`src/rtl/step_counter.sv`:
```
// step_counter
//   Upstream stage of the pedometer distance block. Synchronises the raw step
//   pulse, detects its rising edges, accumulates a saturating step count under
//   an IDLE/RUN/PAUSE mode FSM and measures steps per one-second window.
//
// Ports
//   clk            in   system clock, all logic on the rising edge
//   reset_n        in   asynchronous active-low reset
//   step_in        in   asynchronous step pulse (>=2 cycles high, >=2 low)
//   start          in   synchronous; each rising edge toggles run/pause
//   clear          in   synchronous active-high; back to IDLE, counts zeroed
//   stepcount      out  accumulated steps, saturating at SAT_MAX
//   steps_per_sec  out  steps in the last completed window, saturating at 255
//   step_valid     out  one-cycle strobe whenever stepcount changes
//   sat            out  sticky, set when stepcount reaches SAT_MAX
//   running        out  high while the FSM is in RUN
//   state_dbg      out  current FSM state, for observation only
//
// Handshake: there is no valid/ready pair. step_valid is a pure strobe that
// qualifies the stepcount value present in the same cycle; no back-pressure.

module step_counter #(
   parameter int unsigned TICK_CYCLES = 100000000,
   parameter int unsigned SAT_MAX     = 9999
) (
   input  logic        clk,
   input  logic        reset_n,
   input  logic        step_in,
   input  logic        start,
   input  logic        clear,
   output logic [15:0] stepcount,
   output logic [7:0]  steps_per_sec,
   output logic        step_valid,
   output logic        sat,
   output logic        running,
   output logic [1:0]  state_dbg
);

   localparam logic [1:0] STATE_IDLE  = 2'd0;
   localparam logic [1:0] STATE_RUN   = 2'd1;
   localparam logic [1:0] STATE_PAUSE = 2'd2;

   localparam logic [15:0] SAT_LIMIT = SAT_MAX[15:0];
   localparam logic [31:0] TICK_LAST = TICK_CYCLES - 32'd1;

   // step_in synchroniser and edge history; deliberately untouched by clear
   logic        sync0_q, sync1_q, prev_q;
   logic        start_q;
   logic [1:0]  state_q, state_d;
   logic [15:0] count_q, count_d;
   logic [7:0]  sps_q, sps_d;
   logic [7:0]  win_q, win_d;
   logic [31:0] tick_q, tick_d;
   logic        valid_q, valid_d;
   logic        sat_q, sat_d;
   logic        running_q, running_d;

   logic        step_edge;
   logic        start_edge;
   logic [7:0]  win_inc;

   assign step_edge  = sync1_q & ~prev_q;
   assign start_edge = start & ~start_q;

   always_comb begin
      state_d = state_q;
      count_d = count_q;
      sps_d   = sps_q;
      win_d   = win_q;
      tick_d  = tick_q;
      valid_d = 1'b0;
      sat_d   = sat_q;
      win_inc = win_q;

      if (clear) begin
         // clear wins over start_edge and drops any coincident step edge
         state_d = STATE_IDLE;
         count_d = '0;
         sps_d   = '0;
         win_d   = '0;
         tick_d  = '0;
         sat_d   = 1'b0;
      end else begin
         case (state_q)
            STATE_IDLE:  if (start_edge) state_d = STATE_RUN;
            STATE_RUN:   if (start_edge) state_d = STATE_PAUSE;
            STATE_PAUSE: if (start_edge) state_d = STATE_RUN;
            default:     state_d = STATE_IDLE;
         endcase

         // Counting keys off the current state, so an edge in the cycle that
         // enters RUN is not counted, while one in the cycle leaving RUN is.
         if (state_q == STATE_RUN) begin
            if (step_edge && (count_q != SAT_LIMIT)) begin
               count_d = count_q + 16'd1;
               valid_d = 1'b1;
               if ((count_q + 16'd1) == SAT_LIMIT) sat_d = 1'b1;
            end

            // window count ignores stepcount saturation, caps at 255
            if (step_edge && (win_q != 8'hFF)) win_inc = win_q + 8'd1;

            if (tick_q == TICK_LAST) begin
               sps_d  = win_inc;
               win_d  = '0;
               tick_d = '0;
            end else begin
               win_d  = win_inc;
               tick_d = tick_q + 32'd1;
            end
         end
      end

      running_d = (state_d == STATE_RUN);
   end

   always_ff @(posedge clk or negedge reset_n) begin
      if (!reset_n) begin
         sync0_q <= 1'b0;
         sync1_q <= 1'b0;
         prev_q  <= 1'b0;
      end else begin
         sync0_q <= step_in;
         sync1_q <= sync0_q;
         prev_q  <= sync1_q;
      end
   end

   always_ff @(posedge clk or negedge reset_n) begin
      if (!reset_n) begin
         start_q   <= 1'b0;
         state_q   <= STATE_IDLE;
         count_q   <= '0;
         sps_q     <= '0;
         win_q     <= '0;
         tick_q    <= '0;
         valid_q   <= 1'b0;
         sat_q     <= 1'b0;
         running_q <= 1'b0;
      end else begin
         start_q   <= start;
         state_q   <= state_d;
         count_q   <= count_d;
         sps_q     <= sps_d;
         win_q     <= win_d;
         tick_q    <= tick_d;
         valid_q   <= valid_d;
         sat_q     <= sat_d;
         running_q <= running_d;
      end
   end

   assign stepcount     = count_q;
   assign steps_per_sec = sps_q;
   assign step_valid    = valid_q;
   assign sat           = sat_q;
   assign running       = running_q;
   assign state_dbg     = state_q;

endmodule

```
`config.mk`:
```
export PLATFORM = sky130hd
export DESIGN_NAME = step_counter
export DESIGN_NICKNAME = d
export VERILOG_FILES = /design/src/rtl/step_counter.sv
export SDC_FILE = /design/constraint.sdc
export NUM_CORES = 1
export LEC_CHECK = 0
export BUFFER_PORTS_ARGS = -buffer_cell sky130_fd_sc_hd__buf_4
export CAP_MARGIN = 20
export CORE_MARGIN = 1
export CORE_UTILIZATION = 55
export CTS_CLUSTER_SIZE = 40
export DETAILED_ROUTE_END_ITERATION = 10
export PLACE_DENSITY = 0.74
export SYNTH_ARGS = -nofsm -noshare
export SYNTH_HDL_FRONTEND = slang
export SYNTH_SLANG_ARGS = --single-unit
export TNS_END_PERCENT = 5
```
`constraint.sdc`:
```
create_clock -name clk -period 3.6 [get_ports clk]
set_clock_uncertainty 0.2 [all_clocks]
set_input_delay 0.18 -clock clk [delete_from_list [all_inputs] [get_ports clk]]
set_output_delay 0.18 -clock clk [all_outputs]
set_load 0.03 [all_outputs]
```
==> results of run 1 <==
power by group:
part	switching [mW]	leakage, nW	internal (mW)
sequential	0.00756	1.01	0.828
clock	0.287	0.107	0.377
combinational	0.0706	0.792	0.0279
logic make-up after synthesis:
logic type / Yosys count / share of synthesized area [%]
simple gates: 202 / 28.1
flops: 73 / 45.2
compound gates: 63 / 10.4
xor+xnor: 44 / 9.54
buf+inv: 37 / 4.24
mux: 5 / 1.30
fa+ha+maj: 4 / 1.24
flip-flops by register name (all words and copies together), names as in the netlist:
name	cells
tick_q	32
stepcount	16
steps_per_sec	8
win_q	8
state_dbg	2
prev_q	1
running	1
sat	1
start_q	1
step_valid	1
sync0_q	1
sync1_q	1
through the flow:
stage	power (mW)	cell area [um2]	hold slack, ns	setup slack (ns)
2_1_floorplan	0.908	4040	-0.316	1.21
3_3_place_gp	0.947	4320	0.0892	0.984
3_5_place_dp	0.949	4320	0.0914	0.941
4_1_cts	1.62	4560	0.0488	0.934
5_1_grt	1.67	4560	0.0576	0.739
6_report	1.60	4560	0.0585	0.918
layer usage:
layer | share of wire (%) | up-vias | track usage (%)
met5 | 0 | - | 0
met4 | 1.7 | 0 | 10.9
met3 | 4.0 | 14 | 4.71
met2 | 48 | 90 | 38.5
met1 | 47 | 1658 | 33.8
li1 | - | 1602 | -
final timing paths:
path                                  to     startpoint  slack (ns)
min                         stepcount[0]          clear        0.06
max in group asynchronous     tick_q[22]        reset_n        2.28
max reg2reg                stepcount[10]  stepcount[11]        0.92
min reg2reg                      sync1_q        sync0_q        0.15
max                        stepcount[10]  stepcount[11]        0.92
min in group asynchronous   stepcount[3]        reset_n        0.30
layout make-up:
type                            count  area share [%]
Tap cell                           96            2.63
Clock buffer                       14            3.79
Timing Repair Buffer               41            6.91
Clock inverter                      2           0.768
Multi-Input combinational cell    318            44.9
Inverter                           11           0.905
Sequential cell                    73            40.1
layout by cell type (no fill, tap or decap), types with 4 or more instances in the layout:
master    instances
buf_4            38
a21oi_1           5
nor2b_1           5
inv_1            11
and3_1            9
nor2_1           49
o21ai_0          12
nand2b_1          6
nor3_1           10
dfrtp_1          73
clkbuf_8         12
o22ai_1           5
nand2_1          30
xnor2_1          24
and4_1            7
ha_1              4
nor4_1           13
xor2_1           20
a31oi_1          19
nand4_1          18
nand3_1          25
nand3b_1          8
o41ai_1           5
==> reports/metrics.csv, run 1 <==
stage,metric,value,unit
critical_path,Crit. End Element,flop,
critical_path,crit path buf inv count,0,
finish,"Core Util, Final",65.7,%
critical_path,"critical path fanouts, max",16,
floorplan,Top Ports,34,
sta,Final Max Slew Viols,0,
placement,placed insts,536,
sta,Tcrit/Tclk final,74.5,%
clock_network,Clock Sinks,73,
logic_synthesis,top-count cell post-synth,dfrtp_1,
critical_path,CP Class,flop to flop,
clock_network,Max clock buf depth,2,
sta,fmax,373,MHz
global_routing,gr ovfl total,0,
critical_path,Crit path depth,5,
clock_network,Post-CTS Setup Repair Bufs,0,
sta,min cycle time layout,2.68,ns
global_routing,first-pass GRT wire length,14800,um
clock_network,clk root buf,clkbuf_8,
floorplan,Row Count,30,
floorplan,core area,6940,um2
logic_synthesis,#FFs+latches synth,73,
global_routing,largest net degree at the start of global routing,74,
finish,Fillers,586,
clock_network,number of buffers created by CTS,9,
worst_hold_path,HP Class,input pin to flop,
critical_path,Register-to-Register Path Depth,5,
critical_path,"slowest stage delay, CP",0.87,ns
sta,Slew HR,35.3,%
clock_network,hold bufs inserted after CTS,3,
worst_hold_path,Hold Path Depth,2,
critical_path,Top delay family on crit path,simple AND/OR/NAND/NOR gates,
placement,post-DP HPWL,5540,um
finish,Post-Layout Cell Count,555,
global_routing,total track usage,24.7,%
clock_network,# resized after CTS,0,
finish,antenna diode count,0,
sta,TNS Setup,0,ns
floorplan,Die ar.,7690,um2
finish,layout cells sized above 1,14.2,%
finish,Nets,463,
logic_synthesis,Synth cell types,59,
drt,vias per cell,6.06,
outcome,status,finished clean,
pwr,PD cells,350,nW/um2
floorplan,Die H,87.7,um
global_routing,antenna violations before repair,0,
logic_synthesis,Area contributors post-synth,"dfrtp_1 45%, xnor2_1 5.2%, nor2_1 4.6%, xor2_1 4.3%, a31oi_1 3.1%",
critical_path,crit-path cells,or4_4 -> nor4_4 -> nor4_1 -> xnor2_1 -> nor2_1,
logic_synthesis,"EDFF count, synth",0,
pwr,Worst VDD drop,0.000255,V
critical_path,critical path's slowest cell,nor4_4,
drt,via count,3364,
drt,First-pass DRT Iterations,4,
placement,IO buf count,33,
finish,Area Growth Syn to Fin,12.8,%
clock_network,clock latency on the worst-skew pair,0.33,ns
clock_network,H-tree levels,3,
placement,Placer Congestion,0.826,
logic_synthesis,YS warnings,0,
critical_path,CP arrival,2.69,ns
logic_synthesis,Gate Count Post-Synth,428,
drt,# DRC,0,
logic_synthesis,Main synth FF type,dfrtp_1,
logic_synthesis,fraction of registers with async set/reset,100,%
logic_synthesis,register area share after synthesis,45.2,%
floorplan,Initial Util,58.2,%
logic_synthesis,Yosys top cell by area,dfrtp_1,
finish,area occupied by multi-input gates,2050,um2
sta,RSZ-0062 raised after global routing,false,
clock_network,Clock transition at path regs,0.07,ns
logic_synthesis,syn_area_per_cell,9.44,um2
drt,final WL,8510,um
logic_synthesis,syn_nets,437,
critical_path,required time worst endpoint,3.61,ns
sta,Hold Fails Final Rpt,0,
clock_network,CTS tree,done,
floorplan,Die Span X,87.7,um
drt,antenna-violating nets left,0,
sta,Least-Margin Pin Slew,0.963,ns
logic_synthesis,top-area cell type share of the netlist area,45.2,%
finish,Storage cell area,1830,um2
drt,Routed WL per cell,15.3,um
sta,final setup fails,0,
logic_synthesis,Mapped Area,4040,um2
critical_path,Startpoint Class,flop,
global_routing,vias in the first global route,3171,
pwr,Leakage,1.91,nW
run,Max-Cap Viols,0,
logic_synthesis,Commonest cells post-synth,"73 x dfrtp_1, 49 x nor2_1, 30 x nand2_1, 25 x nand3_1, 24 x xnor2_1",
drt,initial DRC count,318,
(Power assumes the default switching activity.)
==> run 2: changes to the inputs <==
clock period = 2.8 ns   (was 3.6 ns; I/O delays follow)
==> run 2 against run 1 <==
First-iteration DRC count fell by 40%; non-clock buffer count rose by 5; worst hold slack improved by 0.10 ns; sequential share of layout area fell by 0.28 points; critical endpoint is now sat; largest cell class unchanged.
==> reports/metrics.csv, run 2 (synthesized netlist as in run 1, its figures left out) <==
stage,metric,value,unit
drt,# DRC,0,
global_routing,vias in the first global route,3168,
floorplan,Die Span X,87.7,um
placement,placed cell area,4360,um2
drt,initial DRC count,190,
floorplan,core area,6940,um2
floorplan,Initial Util,58.2,%
clock_network,number of buffers created by CTS,9,
drt,via count,3384,
finish,Area Growth Syn to Fin,13.7,%
clock_network,Clock transition at path regs,0.07,ns
critical_path,Register-to-Register Path Depth,5,
pwr,PD cells,445,nW/um2
critical_path,Reg2Reg Launch Point,stepcount[1],
finish,"Most flops, register",tick_q,
critical_path,FF-to-FF End,sat,
sta,Final Max Slew Viols,0,
outcome,status,finished clean,
global_routing,gr ovfl total,0,
sta,Hold WS,0.162,ns
worst_hold_path,HP Class,flop to flop,
drt,First-pass DRT Iterations,5,
critical_path,"slowest stage delay, CP",0.59,ns
floorplan,Row Count,30,
clock_network,clk root buf,clkbuf_8,
placement,IO buf count,33,
finish,Nets,468,
finish,Final Cell Area,4590,um2
finish,antenna diode count,0,
global_routing,total track usage,25.6,%
finish,"Core Util, Final",66.1,%
run,Max-Cap Viols,0,
sta,TNS Setup,0,ns
drt,antenna-violating nets left,0,
global_routing,largest net degree at the start of global routing,74,
placement,Placer Congestion,0.887,
sta,Tcrit/Tclk final,86.9,%
pwr,Leakage,1.92,nW
floorplan,Die H,87.7,um
sta,Least-Margin Pin Slew,0.926,ns
sta,Hold Fails Final Rpt,0,
placement,post-DP HPWL,6000,um
critical_path,required time worst endpoint,2.83,ns
finish,layout cells sized above 1,14.7,%
critical_path,Crit. End Element,flop,
drt,final WL,8990,um
finish,"commonest non-fill, non-tap cell in the layout",dfrtp_1,
critical_path,crit-path cells,ha_1 -> nand3_2 -> or4_1 -> xnor2_1 -> o32ai_1,
clock_network,Post-CTS Setup Repair Bufs,0,
sta,fmax,411,MHz
finish,most frequent cells in the layout,"73 x dfrtp_1, 49 x nor2_1, 41 x buf_4, 30 x nand2_1, 25 x nand3_1",
floorplan,Top Ports,34,
clock_network,Max clock buf depth,2,
critical_path,critical path's slowest cell,or4_1,
floorplan,Die ar.,7690,um2
sta,fin worst setup slack,0.366,ns
sta,RSZ-0062 raised after global routing,false,
clock_network,Clock Sinks,73,
drt,Routed WL per cell,16.1,um
clock_network,CTS tree,done,
critical_path,"critical path fanouts, max",10,
clock_network,clock latency on the worst-skew pair,0.34,ns
clock_network,# resized after CTS,0,
sta,final setup fails,0,
critical_path,CP Capture Point,sat,
critical_path,CP arrival,2.47,ns
sta,min cycle time layout,2.43,ns
critical_path,Startpoint Class,flop,
placement,Place WS,0.384,ns
critical_path,CP Class,flop to flop,
drt,vias per cell,6.05,
clock_network,H-tree levels,3,
global_routing,antenna violations before repair,0,
critical_path,reg2reg setup slack,0.37,ns
global_routing,first-pass GRT wire length,15200,um
pwr,Worst VDD drop,0.000408,V
sta,Slew HR,38.3,%
critical_path,crit path from,stepcount[1],
finish,max reg flops,32,
## run 2: layout make-up
cell class | instances | area [um2]
Clock buffer | 13 | 159
Sequential cell | 73 | 1830
Tap cell | 96 | 120
Multi-Input combinational cell | 318 | 2050
Fill cell | 574 | 2350
Timing Repair Buffer | 46 | 359
Clock inverter | 2 | 37.5
Inverter | 11 | 41.3
## run 2: stage by stage
stage	std cells	power, mW
final	559	2.04
after global routing	559	2.13
after CTS	559	2.06
after detailed placement	540	1.23
after global placement	539	1.22
after floorplan	428	1.17
## run 2: repair_timing
| item | 4_1_cts | 5_1_grt |
|---|---|---|
| endpoints found under the hold margin | 81 | 0 |
| setup endpoints to repair | 0 | 0 |
| hold buffers | 4 | 0 |
## run 2: worst min-delay path by stage
| stage | start | endpoint | slack, ns | depth (start not counted) |
|---|---|---|---|---|
| 2_1_floorplan | reset_n | prev_q | -0.36 | 0 |
| 3_3_place_gp | step_in | sync0_q | 0.05 | 1 |
| 3_5_place_dp | step_in | sync0_q | 0.05 | 1 |
| 4_1_cts | sync0_q | sync1_q | 0.16 | 0 |
| 5_1_grt | sync0_q | sync1_q | 0.18 | 0 |
| 6_report | sync0_q | sync1_q | 0.16 | 0 |
## run 2: worst max-delay path, delay by kind of cell (launching register included)
kind / cells / cell delay, ns
and+or+nand+nor: 2 / 0.81
DFF: 1 / 0.52
AOI/OAI and AO/OA: 1 / 0.29
xor gates and xnor gates: 1 / 0.16
adders and majority gates: 1 / 0.34
## run 2: power breakdown
part | leakage [nW] | internal, mW | total [mW] | switching [mW]
Sequential | 1.01 | 1.06 | 1.07 | 0.00954
Combinational | 0.819 | 0.0405 | 0.134 | 0.0931
Clock | 0.0957 | 0.457 | 0.836 | 0.379
Total | 1.92 | 1.56 | 2.04 | 0.482
## run 2: per-layer routing
metal  global-route usage [%]  wire length (um)
met1                     34.0              4080
met2                     42.6              4450
met3                     5.09               355
met4                     7.15               104
met5                        0                 0
==> run 3: changes to the inputs <==
==> constraint.sdc (replaced) <==
create_clock -name clk -period 2.8 [get_ports clk]
set_clock_uncertainty 0.2 [all_clocks]
set_input_delay 0.28 -clock clk [delete_from_list [all_inputs] [get_ports clk]]
set_output_delay 0.28 -clock clk [all_outputs]
set_load 0.03 [all_outputs]
==> run 3 against run 2 <==
First-iteration DRC count rose by 66%; final area up 1.5%; fmax fell by 0.80%; combinational power is essentially flat; via count grew 0.35%; worst setup slack lost 0.020 ns; critical path depth is the same; critical path type unchanged; critical endpoint unchanged; highest routed layer unchanged.
==> reports/metrics.csv, run 3 (synthesized netlist as in run 1, its figures left out) <==
stage,metric,value,unit
pwr,Leakage,1.96,nW
critical_path,Startpoint Class,flop,
sta,fmax,408,MHz
critical_path,crit-path cells,ha_1 -> nand3_2 -> or4_1 -> xnor2_1 -> o32ai_1,
critical_path,FF-to-FF End,sat,
finish,Area Growth Syn to Fin,15.4,%
clock_network,Max clock buf depth,2,
critical_path,Crit. End Element,flop,
clock_network,H-tree levels,3,
clock_network,clk root buf,clkbuf_8,
sta,Tcrit/Tclk final,87.6,%
global_routing,total track usage,25.7,%
worst_hold_path,Hold Startpoint,sync0_q,
placement,IO buf count,33,
critical_path,Reg2Reg Launch Point,stepcount[0],
pwr,combinational share of power,5.9,%
clock_network,number of buffers created by CTS,9,
placement,post-DP HPWL,6040,um
global_routing,gr ovfl total,0,
sta,Final Max Slew Viols,0,
placement,placed insts,541,
critical_path,Register-to-Register Path Depth,5,
critical_path,"critical path fanouts, max",10,
critical_path,CP Class,flop to flop,
critical_path,"slowest stage delay, CP",0.61,ns
worst_hold_path,hold endpoint,sync1_q,
drt,Routed WL per cell,16.0,um
clock_network,Clock Sinks,73,
finish,antenna diode count,0,
finish,"commonest non-fill, non-tap cell in the layout",dfrtp_1,
sta,RSZ-0062 raised after global routing,false,
floorplan,Top Ports,34,
clock_network,clock latency on the worst-skew pair,0.35,ns
drt,final WL,9000,um
pwr,PD cells,488,nW/um2
clock_network,Clock transition at path regs,0.09,ns
drt,antenna-violating nets left,0,
finish,Post-Layout Cell Count,561,
floorplan,Die ar.,7690,um2
floorplan,Die H,87.7,um
clock_network,CTS tree,done,
critical_path,required time worst endpoint,2.84,ns
outcome,status,finished clean,
finish,layout cells sized above 1,15.3,%
drt,vias per cell,6.05,
sta,Hold WS,0.152,ns
pwr,Switching Power,492,uW
drt,via count,3396,
critical_path,critical path's slowest cell,or4_1,
floorplan,Initial Util,58.2,%
pwr,switch share,21.6,%
placement,Place WS,0.395,ns
pwr,Tot Pwr,2.28,mW
global_routing,antenna violations before repair,0,
worst_hold_path,HP Class,flop to flop,
finish,max reg flops,32,
finish,Nets,469,
finish,"Most flops, register",tick_q,
global_routing,largest net degree at the start of global routing,74,
run,Max-Cap Viols,0,
critical_path,CP arrival,2.49,ns
pwr,Worst VDD drop,0.000369,V
pwr,Clock power frac,46.9,%
sta,min cycle time layout,2.45,ns
floorplan,Die Span X,87.7,um
sta,final setup fails,0,
drt,# DRC,0,
sta,Hold Fails Final Rpt,0,
worst_hold_path,Hold Path Depth,0,
floorplan,core area,6940,um2
pwr,Internal Power,1.78,mW
pwr,part of the power in registers,47.2,%
global_routing,first-pass GRT wire length,15200,um
sta,Slew HR,39.8,%
critical_path,reg2reg setup slack,0.35,ns
global_routing,vias in the first global route,3198,
floorplan,Row Count,30,
drt,First-pass DRT Iterations,4,
finish,most frequent cells in the layout,"73 x dfrtp_1, 49 x nor2_1, 42 x buf_4, 30 x nand2_1, 25 x nand3_1",
sta,fin worst setup slack,0.346,ns
sta,Least-Margin Pin Slew,0.903,ns
drt,initial DRC count,316,
sta,TNS Setup,0,ns
placement,Placer Congestion,0.864,
## run 3: metal layers
metal	share of wire [%]	wire length (um)	global-route usage, %	vias up
met3	4.5	407	4.71	14
met2	49	4430	42.5	105
met1	45	4020	33.2	1671
met4	1.6	144	11.2	0
li1	-	-	-	1606
met5	0	0	0	-
## run 3: power by group through the flow
stage          registers [mW]  clock network [mW]  logic, mW
6_report                 1.07                1.07      0.135
5_1_grt                  1.08                1.13      0.150
4_1_cts                  1.07                1.09      0.137
3_5_place_dp             1.09                   0      0.132
3_3_place_gp             1.09                   0      0.127
2_1_floorplan            1.10                   0     0.0643
## run 3: worst max-delay path, delay by kind of cell (launching register included)
family          cells  cell delay, ns
simple gates        2            0.83
flops               1            0.53
fa+ha+maj           1            0.33
compound gates      1            0.28
xor+xnor            1            0.16
## run 3: worst max path at each step
stage                  start       endpoint  depth (start not counted)
2_1_floorplan  stepcount[11]   stepcount[6]                          7
3_3_place_gp    stepcount[0]  stepcount[14]                          6
3_5_place_dp    stepcount[0]            sat                          5
6_report        stepcount[0]            sat                          5
5_1_grt         stepcount[1]  stepcount[14]                          6
4_1_cts         stepcount[0]            sat                          5
## run 3: area by class of cell
cell class                      instances  area [um2]
Multi-Input combinational cell        318        2050
Fill cell                             578        2280
Clock inverter                          6         130
Clock buffer                           10         128
Timing Repair Buffer                   47         367
Inverter                               11        41.3
Sequential cell                        73        1830
Tap cell                               96         120
## run 3: metrics by stage
stage	cell area (um2)	utilization, %
final	4660	67.1
after global routing	4660	67.1
after CTS	4660	67.1
after detailed placement	4360	62.8
after global placement	4350	62.7
after floorplan	4040	-
## run 3: timing repair
action	in CTS	in global routing
setup endpoints to repair	0	0
gates resized for setup	0	0
hold endpoints to repair	76	0
hold buffers	4	0
buffers inserted	0	0
